## config.mk

```make
export PLATFORM = sky130hd
export DESIGN_NAME = mc_ctrl_unit
export DESIGN_NICKNAME = d
export VERILOG_FILES = /design/src/rtl/mc_ctrl_unit.sv
export SDC_FILE = /design/constraint.sdc
export NUM_CORES = 1
export LEC_CHECK = 0
export BUFFER_PORTS_ARGS = -buffer_cell sky130_fd_sc_hd__buf_2
export CORE_UTILIZATION = 39
export CTS_BUF_LIST = sky130_fd_sc_hd__clkbuf_8
export DETAILED_ROUTE_END_ITERATION = 8
export GPL_ROUTABILITY_DRIVEN = 0
export PLACE_DENSITY = 0.67
export SETUP_SLACK_MARGIN = 0.15
export SLEW_MARGIN = 20
export SYNTH_ARGS = -nofsm -noshare
export SYNTH_HDL_FRONTEND = slang
export SYNTH_SLANG_ARGS = --single-unit
```

## constraint.sdc

```tcl
create_clock -name clk -period 2.5 [get_ports clk]
set_clock_uncertainty 0.05 [all_clocks]
set_input_delay 0.25 -clock clk [delete_from_list [all_inputs] [get_ports clk]]
set_output_delay 0.25 -clock clk [all_outputs]
set_load 0.005 [all_outputs]
```

## src/rtl/mc_ctrl_unit.sv

```systemverilog
// mc_ctrl_unit -- multi-cycle main controller for the MIPS-lite datapath.
// Decodes op/funct from the instruction register and sequences
// FETCH -> DECODE -> EXEC -> (MEM) -> (WB). It generates the PC, IR,
// register-file and data-memory strobes, and drives the ALU (ALUctr, addi_sel).
//
// Parameters
//   OVF_SUPPRESS    : 1 = a signed overflow on addi cancels write-back
//   HALT_ON_ILLEGAL : 1 = an illegal instruction parks the FSM in HALT until reset
// Ports
//   clk, reset            : rising-edge clock, synchronous active-high reset
//   op, funct             : IR[31:26] and IR[5:0], held stable from DECODE onward
//   zero, overflow        : ALU flags
//   ALUctr, addi_sel      : ALU operation select and overflow-detect enable
//   PCWr, NPCsel, IRWr    : PC/IR update controls
//   RegWr, RegDst, ALUSrc, ExtOp, MemtoReg, MemWr : datapath controls
//   instr_done, illegal   : one-cycle status pulses
//   state                 : current FSM state (debug)
module mc_ctrl_unit #(
  parameter bit OVF_SUPPRESS    = 1'b1,
  parameter bit HALT_ON_ILLEGAL = 1'b0
) (
  input  logic       clk,
  input  logic       reset,
  input  logic [5:0] op,
  input  logic [5:0] funct,
  input  logic       zero,
  input  logic       overflow,
  output logic [2:0] ALUctr,
  output logic       addi_sel,
  output logic       PCWr,
  output logic [1:0] NPCsel,
  output logic       IRWr,
  output logic       RegWr,
  output logic       RegDst,
  output logic       ALUSrc,
  output logic       ExtOp,
  output logic       MemtoReg,
  output logic       MemWr,
  output logic       instr_done,
  output logic       illegal,
  output logic [2:0] state
);

  typedef enum logic [2:0] {
    S_FETCH  = 3'd0,
    S_DECODE = 3'd1,
    S_EXEC   = 3'd2,
    S_MEM    = 3'd3,
    S_WB     = 3'd4,
    S_HALT   = 3'd7
  } state_t;

  typedef enum logic [3:0] {
    I_ADDU, I_SUBU, I_SLT, I_ORI, I_LUI, I_ADDI, I_ADDIU,
    I_LW, I_SW, I_BEQ, I_J, I_ILL
  } instr_t;

  state_t     state_q, state_d;
  instr_t     cls;
  logic       ovf_r;
  logic [2:0] alu_sel;
  logic       src_sel, ext_sel, dst_sel;

  assign state = state_q;

  // Instruction classification
  always_comb begin
    cls = I_ILL;
    case (op)
      6'b000000: begin
        case (funct)
          6'b100001: cls = I_ADDU;
          6'b100011: cls = I_SUBU;
          6'b101010: cls = I_SLT;
          default:   cls = I_ILL;
        endcase
      end
      6'b001101: cls = I_ORI;
      6'b001111: cls = I_LUI;
      6'b001000: cls = I_ADDI;
      6'b001001: cls = I_ADDIU;
      6'b100011: cls = I_LW;
      6'b101011: cls = I_SW;
      6'b000100: cls = I_BEQ;
      6'b000010: cls = I_J;
      default:   cls = I_ILL;
    endcase
  end

  // Datapath selects that stay fixed for the whole EXEC..WB span
  always_comb begin
    alu_sel = 3'b001;
    src_sel = 1'b0;
    ext_sel = 1'b0;
    dst_sel = 1'b0;
    case (cls)
      I_ADDU: dst_sel = 1'b1;
      I_SUBU: begin alu_sel = 3'b010; dst_sel = 1'b1; end
      I_SLT:  begin alu_sel = 3'b011; dst_sel = 1'b1; end
      I_ORI:  begin alu_sel = 3'b100; src_sel = 1'b1; end
      I_LUI:  begin alu_sel = 3'b000; src_sel = 1'b1; end
      I_ADDI, I_ADDIU, I_LW, I_SW: begin
        src_sel = 1'b1;
        ext_sel = 1'b1;
      end
      // The branch offset is a signed immediate; compare uses busB.
      I_BEQ:  begin alu_sel = 3'b010; ext_sel = 1'b1; end
      default: ;
    endcase
  end

  always_ff @(posedge clk) begin
    if (reset) begin
      state_q <= S_FETCH;
      ovf_r   <= 1'b0;
    end else begin
      state_q <= state_d;
      if (state_q == S_FETCH)
        ovf_r <= 1'b0;
      else if (state_q == S_EXEC)
        ovf_r <= overflow;
    end
  end

  // Next state and outputs; reset holds every output at its idle default.
  always_comb begin
    state_d    = state_q;
    ALUctr     = 3'b001;
    addi_sel   = 1'b0;
    PCWr       = 1'b0;
    NPCsel     = 2'b00;
    IRWr       = 1'b0;
    RegWr      = 1'b0;
    RegDst     = 1'b0;
    ALUSrc     = 1'b0;
    ExtOp      = 1'b0;
    MemtoReg   = 1'b0;
    MemWr      = 1'b0;
    instr_done = 1'b0;
    illegal    = 1'b0;
    if (!reset) begin
      case (state_q)
        S_FETCH: begin
          IRWr    = 1'b1;
          PCWr    = 1'b1;
          state_d = S_DECODE;
        end
        S_DECODE: begin
          if (cls == I_ILL) begin
            illegal = 1'b1;
            state_d = HALT_ON_ILLEGAL ? S_HALT : S_FETCH;
          end else begin
            state_d = S_EXEC;
          end
        end
        S_EXEC: begin
          ALUctr   = alu_sel;
          ALUSrc   = src_sel;
          ExtOp    = ext_sel;
          RegDst   = dst_sel;
          addi_sel = (cls == I_ADDI);
          case (cls)
            I_BEQ: begin
              PCWr       = zero;
              NPCsel     = 2'b01;
              instr_done = 1'b1;
              state_d    = S_FETCH;
            end
            I_J: begin
              PCWr       = 1'b1;
              NPCsel     = 2'b10;
              instr_done = 1'b1;
              state_d    = S_FETCH;
            end
            I_LW, I_SW: state_d = S_MEM;
            default:    state_d = S_WB;
          endcase
        end
        S_MEM: begin
          ALUctr = alu_sel;
          ALUSrc = src_sel;
          ExtOp  = ext_sel;
          RegDst = dst_sel;
          if (cls == I_SW) begin
            MemWr      = 1'b1;
            instr_done = 1'b1;
            state_d    = S_FETCH;
          end else begin
            state_d = S_WB;
          end
        end
        S_WB: begin
          ALUctr     = alu_sel;
          ALUSrc     = src_sel;
          ExtOp      = ext_sel;
          RegDst     = dst_sel;
          RegWr      = !((cls == I_ADDI) && ovf_r && OVF_SUPPRESS);
          MemtoReg   = (cls == I_LW);
          instr_done = 1'b1;
          state_d    = S_FETCH;
        end
        S_HALT:  state_d = S_HALT;
        default: state_d = S_FETCH;
      endcase
    end
  end

endmodule
```

# Word-level counts from Yosys, hierarchy flattened
# Index checks and enable logic that the tools add are counted.
dict set report classes {
  reduce_logical 13
  bitwise_logic 0
  muxes 41
  n_addsub 0
  n_lt_le_gt_ge 0
  div 0
  multipliers 0
  n_shift 0
  eq_ne 27
}
# operator n
set op_table {}
lappend op_table {{4-bit case mux with 9 select lines} 1}
lappend op_table {{6-bit == test (second input constant)} 5}
lappend op_table {{1-bit two-way mux} 26}
lappend op_table {{6-bit by 4-bit == test with 1-bit output (second input constant)} 4}
lappend op_table {{4-bit by 3-bit == test with 1-bit output (second input constant)} 4}
lappend op_table {{4-bit == test (second input constant)} 4}
lappend op_table {{3-bit case mux with 5 select lines} 1}
lappend op_table {{3-bit case mux with 4 select lines} 1}
lappend op_table {{4-bit case mux with 3 select lines} 1}
lappend op_table {{3-bit two-way mux} 3}
lappend op_table {{4-bit by 2-bit == test with 1-bit output (second input constant)} 2}
lappend op_table {{2-bit OR reduction} 4}
lappend op_table {{3-bit by 2-bit == test with 1-bit output (second input constant)} 2}
lappend op_table {{3-bit == test (second input constant)} 2}
lappend op_table {{6-bit by 2-bit == test with 1-bit output (second input constant)} 1}
lappend op_table {{6-bit by 3-bit == test with 1-bit output (second input constant)} 1}
lappend op_table {{6-bit zero test} 1}
lappend op_table {{2-bit two-way mux} 3}
lappend op_table {{3-bit case mux with 2 select lines} 1}
lappend op_table {{3-bit OR reduction} 2}
lappend op_table {{6-bit OR reduction} 1}
lappend op_table {{5-bit OR reduction} 1}
lappend op_table {{4-bit by 1-bit == test with 1-bit output (second input constant)} 1}
lappend op_table {{4-bit zero test} 1}
lappend op_table {{7 further kinds} 8}
dict set report totals {
  mem_bits_rw 0
  inputBits 16
  latch_bits 0
  word_cells 83
  regBits 4
  romBits 0
  memories 0
}

# Depth between registers and ports, before layout
dict set report depth {
  ltp_word 8
  ltp_mapped 7
  depth_no_buf 5
}

# Worst setup path after synthesis
# OpenSTA, ideal clock, no wires.
dict set report synth_path {
  kind {input port to output port}
  from {input port funct[2]}
  to {output port ALUctr[1]}
  path_buffers 0
  slack_ps 542
  cell_stages 5
  arrival_ps 1658
  cell_sequence {or3b_4 o311ai_2 o311ai_1 or3b_1 a21boi_1}
}
dict set report synth_via {
  elab_chain_cells 8
}
# element line
set synth_lines {}
lappend synth_lines {{start, declared} 25} ;# input logic [5:0] funct,
lappend synth_lines {{6-bit == test} 71} ;# case (funct)
lappend synth_lines {{4-bit case mux with 3 select lines (*)} 71}
lappend synth_lines {{4-bit case mux with 9 select lines (*)} 69} ;# case (op)
lappend synth_lines {{4-bit == test / 4-bit by 1-bit == test with 1-bit output (equally long branches)} 96} ;# case (cls)
lappend synth_lines {{2-bit OR reduction (no source line)} --}
lappend synth_lines {{3-bit case mux with 4 select lines (*)} 96}
lappend synth_lines {{3-bit two-way mux (*)} 142} ;# case (state_q)
lappend synth_lines {{3-bit two-way mux (*)} 141} ;# if (!reset) begin
lappend synth_lines {{end, declared} 28} ;# output logic [2:0] ALUctr,
# Every way passes the cells marked *; elsewhere a longest branch is shown, timed or not.

# Final worst setup path
# Same ends and word-level chain as after synthesis.

==> results.md <==
* Via density at 5.80
* Pwr dens at 301 nW/um2
* Final Hold Viols at 0
* Post-synth EDFFs at 0
* Data arrival time of the critical path at 1.91 ns
* CP delay by family, top: simple AND/OR/NAND/NOR gates
* Max stage delay on crit path at 0.43 ns
* LEAKAGE at 0.479 nW
* H-tree depth at 1
* Global-route wire length before repair at 4.02 mm
* Area after DPL at 1010 um2
* Final max-slew violation count at 0
* CP bufs+invs at 2
* Die height at 48.9 um
* TritonCTS buffer count at 3
* Power share of the combinational group at 0.358
* Fraction of registers with async set/reset at 0
* Syn nets at 147
* Core box area at 2020 um2
* Slew @ Worst Pin at 0.536 ns
* Sequential element share of the synthesized area at 0.0932
* CP required at 2.20 ns
* Minimum clock period at 2.21 ns
* Fin crit share at 0.885
* Via count at 1,085
* Clk pwr share at 0.418
* Post-route cell area at 1100 um2
* Worst-path clk slew at 0.03 ns
* Unrepaired setup endpoints after global routing: no
* P_int at 0.000219 W
* Vias in the first global route at 911
* Sequential Area at 81.3 um2
* Unique cell type count in the Yosys netlist at 48
* Seq cells post-synth at 4
* Cell Chain, Critical Path: buf_2 -> or3b_4 -> o311ai_4 -> o311ai_2 -> or3b_1 -> a21boi_1 -> buf_2
* Status: finished clean
* Class of the worst hold path: in -> reg
* Max-Cap Viols at 0
* Dpl ws at 0.227 ns
* Part of the power in registers at 0.224
* Antenna violations before repair at 0
* Count leader, synth: nor2_1
* Synth Instances at 131
* Total die area at 2400 um2
* Area of the mapped netlist at 860 um2
* Worst VDD drop at 0.230 mV
* Fmax at 452 MHz
* Crit-path slowest cell: or3b_4
* CTS tree: yes
* Setup crit end kind: output pin
* Largest net degree at the start of global routing at 19
* Top cell type's share of synthesized area at 0.0932
* Most common flop cell mapped by yosys: dfxtp_1
* Final setup fails at 0
* WL final at 2.37 mm
* Starting Density at 0.425
* Max-slew headroom at 0.633
* Area leader, netlist: dfxtp_1
* Clock sinks at 4
* Clock Path Buffers at 2
* P&R area growth vs syn at 27.8%
* Sum Neg Setup Slack at 0 ns
* Post-CTS Hold Buffers at 0
* Horiz. Die Dim at 48.9 um
* Sw frac at 0.336
* Fin nets at 178
* Fillers at 204
* Area contributors post-synth: dfxtp_1, nor2_1, a21oi_1
* Multi-input logic area at 716 um2
* Share of cells above drive strength 1 at 0.319
* Wire per inst at 12.7 um
* Root buffer cell: clkbuf_8
* Total track usage at 0.212
* Worst Setup Start Kind: input pin
* Ant diodes at 0
* Setup CP Type: in -> out
* Hpwl dp at 1.81 mm
* Row Count at 16
* Port buffer count at 34
* DR iter-0 viols at 26
* Ports at 35
* Crit path max fanout at 5
* Overflow after GRT at 0
* Router iterations before antenna repair at 5
* Mapped Avg Cell Area at 6.56 um2
* Later-pin clock latency in the skew report at 0.22 ns
* Top cell by count, worst path: buf_2
* Commonest cells post-synth: nor2_1, a21oi_1, inv_1, nor3_1, nor4_1
* Final ANT Viol Nets at 0
* Yosys warning total at 0
* Switching pwr at 0.000111 W
* PnR worst setup slack at 0.288 ns
* DRC viols at 0
flip-flops by register name, summed over array words and instances, names as in the netlist:
signal	count
ovf_r	1
state	3
power groups by stage:
| stage | clock, W | combinational (W) | sequential, W |
|---|---|---|---|
| 5_1_grt | 0.000144 | 0.000132 | 0.0000748 |
| 2_1_floorplan | 0 | 0.0000859 | 0.0000695 |
| 3_5_place_dp | 0 | 0.000112 | 0.0000745 |
| 4_1_cts | 0.000140 | 0.000113 | 0.0000735 |
| 6_report | 0.000138 | 0.000118 | 0.0000739 |
| 3_3_place_gp | 0 | 0.000111 | 0.0000743 |
tightest hold or removal path: cells and delay by family:
| family | cells | cell delay, ns |
|---|---|---|
| AO/OA/AOI/OAI | 1 | 0.06 |
| buffers and inverters | 1 | 0.10 |
| AND/OR/NAND/NOR | 1 | 0.06 |
worst paths after layout:
kind,from,to,slack (ns),cells after the start
setup / recovery,funct[2],ALUctr[1],0.29,7
hold / removal,overflow,ovf_r$_SDFFE_PP0P_,0.24,3
setup reg to reg,state[1]$_SDFF_PP0_,state[1]$_SDFF_PP0_,1.23,5
hold reg to reg,ovf_r$_SDFFE_PP0P_,ovf_r$_SDFFE_PP0P_,0.42,2
area by class of cell:
cell class              count  share of cell area
multi-input cells         108               0.651
repair buffers             38               0.182
flip-flops and latches      4              0.0740
clock buffers               3              0.0376
well taps                  27              0.0308
inverters                   7              0.0239
logic make-up (layout without fill, tap and decap cells):
kind of cell | Yosys count | in the layout | share of synthesized area
simple gates | 70 | 70 | 0.486
buf+inv | 19 | 48 | 0.105
mux | 1 | 1 | 0.0116
xor+xnor | 2 | 2 | 0.0204
compound gates | 34 | 34 | 0.272
fa+ha+maj | 1 | 1 | 0.0116
flops | 4 | 4 | 0.0932
what timing repair did:
action,4_1_cts,5_1_grt
setup buffers,0,2
gates resized for setup,0,5
setup endpoints to repair,0,3
per-layer routing:
layer / track usage / wire (um) / vias up
li1: - / - / 546
met5: 0 / 0 / -
met2: 0.333 / 1040 / 43
met3: 0.0561 / 154 / 4
met1: 0.281 / 1160 / 492
met4: 0.0588 / 23 / 0
placed cells by master (no fill, tap or decap), types with 2 or more instances in the layout:
cell type	count
buf_2	34
nor2_1	17
a21oi_1	10
inv_1	7
nor3_1	7
nor4_1	6
o21ai_0	6
nand2_1	5
nand3_1	5
nor2b_1	4
buf_4	4
or3_1	3
nor4bb_1	3
o211ai_1	3
and3_1	3
clkbuf_8	3
dfxtp_1	3
nor3b_1	2
nor4b_1	2
or2_2	2
a21o_1	2
metrics by stage:
stage	total power (W)	instances	hold WS (ns)	util
global route	0.000351	187	0.266	0.543
finish	0.000330	187	0.242	0.543
global placement	0.000186	182	0.406	0.502
detailed placement	0.000187	182	0.410	0.502
CTS	0.000326	185	0.236	0.522
floorplan	0.000155	131	0.352	-
Power figures use the tool's default switching activity.
